**src/rtl/raster_pkg.sv**
```systemverilog
// Shared types and defaults for the raster scan controller slice.
package raster_pkg;

   typedef logic signed [15:0] coord_t;
   typedef logic signed [31:0] area_t;

   typedef enum logic [1:0] {IDLE, SETUP, SCAN, DRAIN} scan_state_t;

   localparam int unsigned DEF_SCREEN_W   = 320;
   localparam int unsigned DEF_SCREEN_H   = 240;
   localparam int unsigned DEF_ENGINE_LAT = 1;

   function automatic coord_t min3(coord_t a, coord_t b, coord_t c);
      coord_t m;
      m = (a < b) ? a : b;
      return (c < m) ? c : m;
   endfunction

   function automatic coord_t max3(coord_t a, coord_t b, coord_t c);
      coord_t m;
      m = (a > b) ? a : b;
      return (c > m) ? c : m;
   endfunction

endpackage

```
**src/rtl/raster_bbox.sv**
```systemverilog
// Screen-clamped bounding box of a triangle; empty when it lies fully off-screen.
module raster_bbox
   import raster_pkg::*;
#(
   parameter int unsigned SCREEN_W = DEF_SCREEN_W,
   parameter int unsigned SCREEN_H = DEF_SCREEN_H
) (
   input  coord_t i_x0,
   input  coord_t i_y0,
   input  coord_t i_x1,
   input  coord_t i_y1,
   input  coord_t i_x2,
   input  coord_t i_y2,
   output coord_t o_xmin,
   output coord_t o_xmax,
   output coord_t o_ymin,
   output coord_t o_ymax,
   output logic   o_empty
);

   localparam coord_t XLIM = coord_t'(SCREEN_W - 1);
   localparam coord_t YLIM = coord_t'(SCREEN_H - 1);

   coord_t xlo, xhi, ylo, yhi;

   always_comb begin
      xlo     = min3(i_x0, i_x1, i_x2);
      xhi     = max3(i_x0, i_x1, i_x2);
      ylo     = min3(i_y0, i_y1, i_y2);
      yhi     = max3(i_y0, i_y1, i_y2);
      o_xmin  = (xlo < 16'sd0) ? '0 : xlo;
      o_xmax  = (xhi > XLIM) ? XLIM : xhi;
      o_ymin  = (ylo < 16'sd0) ? '0 : ylo;
      o_ymax  = (yhi > YLIM) ? YLIM : yhi;
      o_empty = (o_xmin > o_xmax) || (o_ymin > o_ymax);
   end

endmodule

```
**src/rtl/raster_scan_ctrl.sv**
```systemverilog
// Per-triangle raster-order pixel sequencer feeding the edge engine.
// Optional back-face culling: define RASTER_BACKFACE_CULL_EN.
module raster_scan_ctrl
   import raster_pkg::*;
#(
   parameter int unsigned SCREEN_W   = DEF_SCREEN_W,
   parameter int unsigned SCREEN_H   = DEF_SCREEN_H,
   parameter int unsigned ENGINE_LAT = DEF_ENGINE_LAT
) (
   input  logic        i_clk,
   input  logic        i_rst,
   input  logic        i_tri_valid,
   output logic        o_tri_ready,
   input  logic [15:0] i_x0,
   input  logic [15:0] i_y0,
   input  logic [15:0] i_x1,
   input  logic [15:0] i_y1,
   input  logic [15:0] i_x2,
   input  logic [15:0] i_y2,
   output logic [15:0] o_x0,
   output logic [15:0] o_y0,
   output logic [15:0] o_x1,
   output logic [15:0] o_y1,
   output logic [15:0] o_x2,
   output logic [15:0] o_y2,
   input  logic        i_stall,
   output logic [15:0] o_p_x,
   output logic [15:0] o_p_y,
   output logic        o_p_valid,
   output logic        o_busy,
   output logic        o_done
);

   localparam logic [15:0] DRAIN_LOAD = 16'(ENGINE_LAT - 1);

   scan_state_t state_q, state_d;
   coord_t      vx_q [3], vx_d [3];
   coord_t      vy_q [3], vy_d [3];
   coord_t      px_q, px_d, py_q, py_d;
   logic [15:0] cnt_q, cnt_d;
   logic        ready_q, ready_d, busy_q, busy_d, done_q, done_d, scan_q, scan_d;

   coord_t xmin, xmax, ymin, ymax;
   logic   bb_empty, cull, p_valid;

   // Vertices stay latched for the whole triangle, so the box is valid in SETUP and SCAN.
   raster_bbox #(
      .SCREEN_W (SCREEN_W),
      .SCREEN_H (SCREEN_H)
   ) u_bbox (
      .i_x0    (vx_q[0]),
      .i_y0    (vy_q[0]),
      .i_x1    (vx_q[1]),
      .i_y1    (vy_q[1]),
      .i_x2    (vx_q[2]),
      .i_y2    (vy_q[2]),
      .o_xmin  (xmin),
      .o_xmax  (xmax),
      .o_ymin  (ymin),
      .o_ymax  (ymax),
      .o_empty (bb_empty)
   );

`ifdef RASTER_BACKFACE_CULL_EN
   area_t area;
   always_comb begin
      area = (area_t'(vx_q[1]) - area_t'(vx_q[0])) * (area_t'(vy_q[2]) - area_t'(vy_q[0]))
           - (area_t'(vy_q[1]) - area_t'(vy_q[0])) * (area_t'(vx_q[2]) - area_t'(vx_q[0]));
      cull = (area <= 32'sd0);
   end
`else
   assign cull = 1'b0;
`endif

   assign p_valid = scan_q && !i_stall;

   always_comb begin
      state_d = state_q;
      vx_d    = vx_q;
      vy_d    = vy_q;
      px_d    = px_q;
      py_d    = py_q;
      cnt_d   = cnt_q;
      case (state_q)
         IDLE: begin
            if (i_tri_valid && ready_q) begin
               vx_d[0] = coord_t'(i_x0);
               vy_d[0] = coord_t'(i_y0);
               vx_d[1] = coord_t'(i_x1);
               vy_d[1] = coord_t'(i_y1);
               vx_d[2] = coord_t'(i_x2);
               vy_d[2] = coord_t'(i_y2);
               state_d = SETUP;
            end
         end
         SETUP: begin
            if (bb_empty || cull) begin
               cnt_d   = '0;
               state_d = DRAIN;
            end else begin
               px_d    = xmin;
               py_d    = ymin;
               state_d = SCAN;
            end
         end
         SCAN: begin
            if (p_valid) begin
               if (px_q == xmax) begin
                  if (py_q == ymax) begin
                     cnt_d   = DRAIN_LOAD;
                     state_d = DRAIN;
                  end else begin
                     px_d = xmin;
                     py_d = coord_t'(py_q + 16'sd1);
                  end
               end else begin
                  px_d = coord_t'(px_q + 16'sd1);
               end
            end
         end
         DRAIN: begin
            if (cnt_q == '0) begin
               state_d = IDLE;
            end else begin
               cnt_d = cnt_q - 16'd1;
            end
         end
         default: state_d = IDLE;
      endcase
      // Outputs are registered from the next state so they align with it.
      ready_d = (state_d == IDLE);
      busy_d  = (state_d != IDLE);
      scan_d  = (state_d == SCAN);
      done_d  = (state_d == DRAIN) && (cnt_d == '0);
   end

   always_ff @(posedge i_clk) begin
      if (i_rst) begin
         state_q <= IDLE;
         vx_q    <= '{default: '0};
         vy_q    <= '{default: '0};
         px_q    <= '0;
         py_q    <= '0;
         cnt_q   <= '0;
         ready_q <= 1'b1;
         busy_q  <= 1'b0;
         scan_q  <= 1'b0;
         done_q  <= 1'b0;
      end else begin
         state_q <= state_d;
         vx_q    <= vx_d;
         vy_q    <= vy_d;
         px_q    <= px_d;
         py_q    <= py_d;
         cnt_q   <= cnt_d;
         ready_q <= ready_d;
         busy_q  <= busy_d;
         scan_q  <= scan_d;
         done_q  <= done_d;
      end
   end

   assign o_tri_ready = ready_q;
   assign o_busy      = busy_q;
   assign o_done      = done_q;
   assign o_p_valid   = p_valid;
   assign o_p_x       = px_q;
   assign o_p_y       = py_q;
   assign o_x0        = vx_q[0];
   assign o_y0        = vy_q[0];
   assign o_x1        = vx_q[1];
   assign o_y1        = vy_q[1];
   assign o_x2        = vx_q[2];
   assign o_y2        = vy_q[2];

endmodule

```
**config.mk**
```make
export PLATFORM = sky130hd
export DESIGN_NAME = raster_scan_ctrl
export DESIGN_NICKNAME = d
export VERILOG_FILES = /design/src/rtl/raster_pkg.sv /design/src/rtl/raster_bbox.sv /design/src/rtl/raster_scan_ctrl.sv
export SDC_FILE = /design/constraint.sdc
export NUM_CORES = 1
export LEC_CHECK = 0
export ABC_AREA = 1
export ABC_CLOCK_PERIOD_IN_PS = 14800
export CORE_ASPECT_RATIO = 1.1
export CORE_MARGIN = 5
export CORE_UTILIZATION = 55
export CTS_CLUSTER_DIAMETER = 200
export DETAILED_ROUTE_END_ITERATION = 8
export PLACE_DENSITY = 0.92
export SLEW_MARGIN = 20
export SYNTH_ARGS = -nofsm -noshare
export SYNTH_HDL_FRONTEND = slang
export SYNTH_SLANG_ARGS = --single-unit
export TNS_END_PERCENT = 10
```
**constraint.sdc**
```tcl
create_clock -name i_clk -period 14.8 [get_ports i_clk]
set_input_delay 2.22 -clock i_clk [delete_from_list [all_inputs] [get_ports i_clk]]
set_output_delay 2.22 -clock i_clk [all_outputs]
set_load 0.01 [all_outputs]
```
==> impl_metrics.ini <==
[status]
status = finished clean

[cells_and_area]
nets = 2301
synthToLayoutAreaGrowth_pct = 25.2
drive_above_1_share_pct = 3.45

[yosys]
synth_top_family_by_area = simple AND/OR/NAND/NOR gates
synth_cell_type_count = 47
synth.area.top_cells = dfxtp_1 25%, nand2_1 14%, ha_1 13%, nor2_1 8.5%, o21ai_0 8.3%
yosysTopAreaCellShare_pct = 25.2
synthAdderAreaFrac_pct = 13.3
synth.avg_cell_area_um2 = 6.28
synthXorXnorAreaFrac_pct = 1.40
synth-edff-count = 0
muxShareOfSynthArea_pct = 0
syn_area_mm2 = 0.0119
synthSimpleGateAreaFrac_pct = 30.9
syn_inst = 1896
async_flop_share_pct = 0
synth_seq_cells = 150
ys.flop_type = dfxtp_1
synth.net_count = 2123
yosysWarningCount = 0
synth_compound_area_share_pct = 19.6
yosysTopAreaCell = dfxtp_1
synth_seq_area_share_pct = 25.2

[critical_path]
cpPeakStageDelay_ns = 0.72
crit_buf_inv = 4
critical-path-slowest-cell = nand2_1
r2r_setup_slack_ns = 5.67
path_class = reg2reg
reg2reg_depth = 42
worst_setup_path_end_kind = flip-flop
r2r_end = o_p_x[15]
worstPathArrival_ns = 9.45
crit_start = o_y1[5]
startpoint_type = flip-flop
timing.rr.start = o_y1[5]
critPathMostFrequentCell = nand2_1
crit_required_ns = 15.12
crit_fanout = 31
critPathTopFamily = simple AND/OR/NAND/NOR gates

[sta]
maxSlewViolCount = 0
tns_ns = 0
min_period_ns = 9.13
rsz0062_at_grt = no
hold_violations = 0
post-route-period-util_pct = 61.7
relSlewSlack_pct = 30.5
clock-skew-final_ns = 0.0116
max_slew.worst_pin.slew_ns = 1.04
fmax_mhz = 110
setup_viol = 0
worst_slack_ns = 5.67

[cts]
cts_setup_buffers = 0
cts_tree = yes
clock_latency_ns = 0.44
clk_pin_slew_ns = 0.07
cts_buffer_depth = 2
cts_num_sinks = 150
cts_made_buffers = 17
h-tree-depth = 4
cts_resized = 0
hold_buffers = 0
clock-root-buffer = clkbuf_16

[worst_hold_path]
hold_class = reg2reg
hold_path_startpoint = cnt_q[14]
min_to = cnt_q[14]
hold_depth = 2

[detailed_routing]
via_per_inst = 5.73
postRouteAntennaNets = 0
wl_um = 39900
vias = 13617
wire_per_inst_um = 16.8
drt_iter0_drc = 888
drcViolationCount = 0
met3_wirelength_um = 3470
wirelength_met1_um = 15800
firstDrtPassIters = 5
top_layer_used = met4
wl_met2_um = 18600

[placed_design]
gp_congestion = 1.03
hpwl_um = 31200
portBuffers = 231
place_ws_ns = 5.94

[global_routing]
grt_use_total_pct = 32.4
antenna_found_initial = 1
grt_pass1_vias = 12978
grt_pass1_wl_um = 64600
grt_overflow_total = 0
grt_max_degree = 93

[floorplan]
ios = 232
core_area_mm2 = 0.0213
die_y_um = 164
initial_core_util_pct = 55.9
rows = 56
fp.dieW_um = 150
die_area_mm2 = 0.0247

[run]
cap_violations = 0
-- layout by cell type (no fill, tap or decap), types with 3 or more instances in the layout --
| cell | count |
|---|---|
| nand2_1 | 437 |
| clkdlybuf4s50_1 | 231 |
| inv_1 | 207 |
| inv_2 | 4 |
| ha_1 | 127 |
| o211ai_1 | 3 |
| o21ai_1 | 15 |
| nand3b_1 | 4 |
| a211oi_1 | 17 |
| dfxtp_1 | 150 |
| or2_0 | 3 |
| inv_6 | 4 |
| clkbuf_16 | 17 |
| nand4_1 | 29 |
| and2_1 | 15 |
| nor3_1 | 13 |
| a31oi_1 | 4 |
| nor2_1 | 270 |
| bufinv_16 | 3 |
| o32ai_2 | 7 |
| clkinvlp_4 | 3 |
| or2_2 | 5 |
| nand2_2 | 5 |
| buf_4 | 5 |
| nor4_1 | 5 |
| xor2_1 | 18 |
| nand3_1 | 82 |
| o21a_1 | 4 |
| a21oi_1 | 170 |
| nand3_2 | 6 |
| o21ai_0 | 198 |
-- how the worst max path moves through the flow --
| stage | endpoint | slack, ns | cells after the start |
|---|---|---|---|
| final | o_p_x[15] | 5.67 | 42 |
| after global routing | o_p_y[15] | 4.88 | 40 |
| after CTS | o_p_x[15] | 5.91 | 40 |
| after detailed placement | o_p_y[12] | 5.94 | 44 |
| after global placement | o_p_y[12] | 6.04 | 41 |
| after floorplan | o_done | 8.50 | 43 |
-- synth_stat cells, types with 3 or more instances --
master,count
o21a_1,4
o21ai_1,15
inv_2,3
nor2_1,270
xor2_1,18
nand3_2,6
buf_2,13
o32ai_2,7
nand2_2,5
nand3_1,83
or2_0,3
buf_4,4
or2_2,5
nor4_1,5
a31oi_1,4
nor3_1,13
inv_1,207
buf_1,4
dfxtp_1,150
o21ai_0,198
and2_1,15
a211oi_1,17
o211ai_1,3
nand2_1,437
clkbuf_1,53
a21oi_1,170
ha_1,127
nand4_1,29
buf_6,3
nand3b_1,4
-- flip-flops by register name, summed over array words and instances (netlist names) --
signal and flops:
cnt_q 16, o_p_x 16, o_p_y 16, o_x0 16
o_x1 16, o_x2 16, o_y0 16, o_y1 16
o_y2 16, state_q 2, o_busy 1, o_done 1
o_tri_ready 1, scan_q 1
-- logic make-up (layout without fill, tap and decap cells) --
kind of cell	Yosys count	after routing
compound gates	430	430
xor+xnor	19	19
fa+ha+maj	127	127
buf+inv	289	480
flops	150	150
other cells	0	1
simple gates	881	881
-- area by class of cell --
| cell class | count | area, um^2 |
|---|---|---|
| Antenna cell | 1 | 2.50 |
| Clock buffer | 17 | 425 |
| Inverter | 212 | 798 |
| Multi-Input combinational cell | 1457 | 7770 |
| Clock inverter | 15 | 193 |
| Sequential cell | 150 | 3000 |
| Fill cell | 1862 | 6390 |
| Timing Repair Buffer | 236 | 2350 |
| Tap cell | 290 | 363 |
-- per-stage QoR --
stage	std cells	hold slack, ns	area (um^2)	util, %
2_1_floorplan	1896	0.474	11900	-
3_3_place_gp	2345	0.490	14300	67.1
3_5_place_dp	2345	0.504	14300	67.1
4_1_cts	2377	0.514	14900	70.0
5_1_grt	2378	0.540	14900	70.0
6_report	2378	0.511	14900	70.0
-- tightest hold or removal path, stage by stage (launching register included) --
cell	delay (ns)
dfxtp_1	0.32
nand2_1	0.08
a21oi_1	0.06
-- per-layer routing --
layer  GRT usage (%)  vias up
met5               0        -
met1            38.9     6251
met2            54.6      619
li1                -     6621
met4            16.1        0
met3            7.26      126
Power is not shown: default switching activity piles up to over one toggle a cycle in this logic, so the estimate is an artifact.
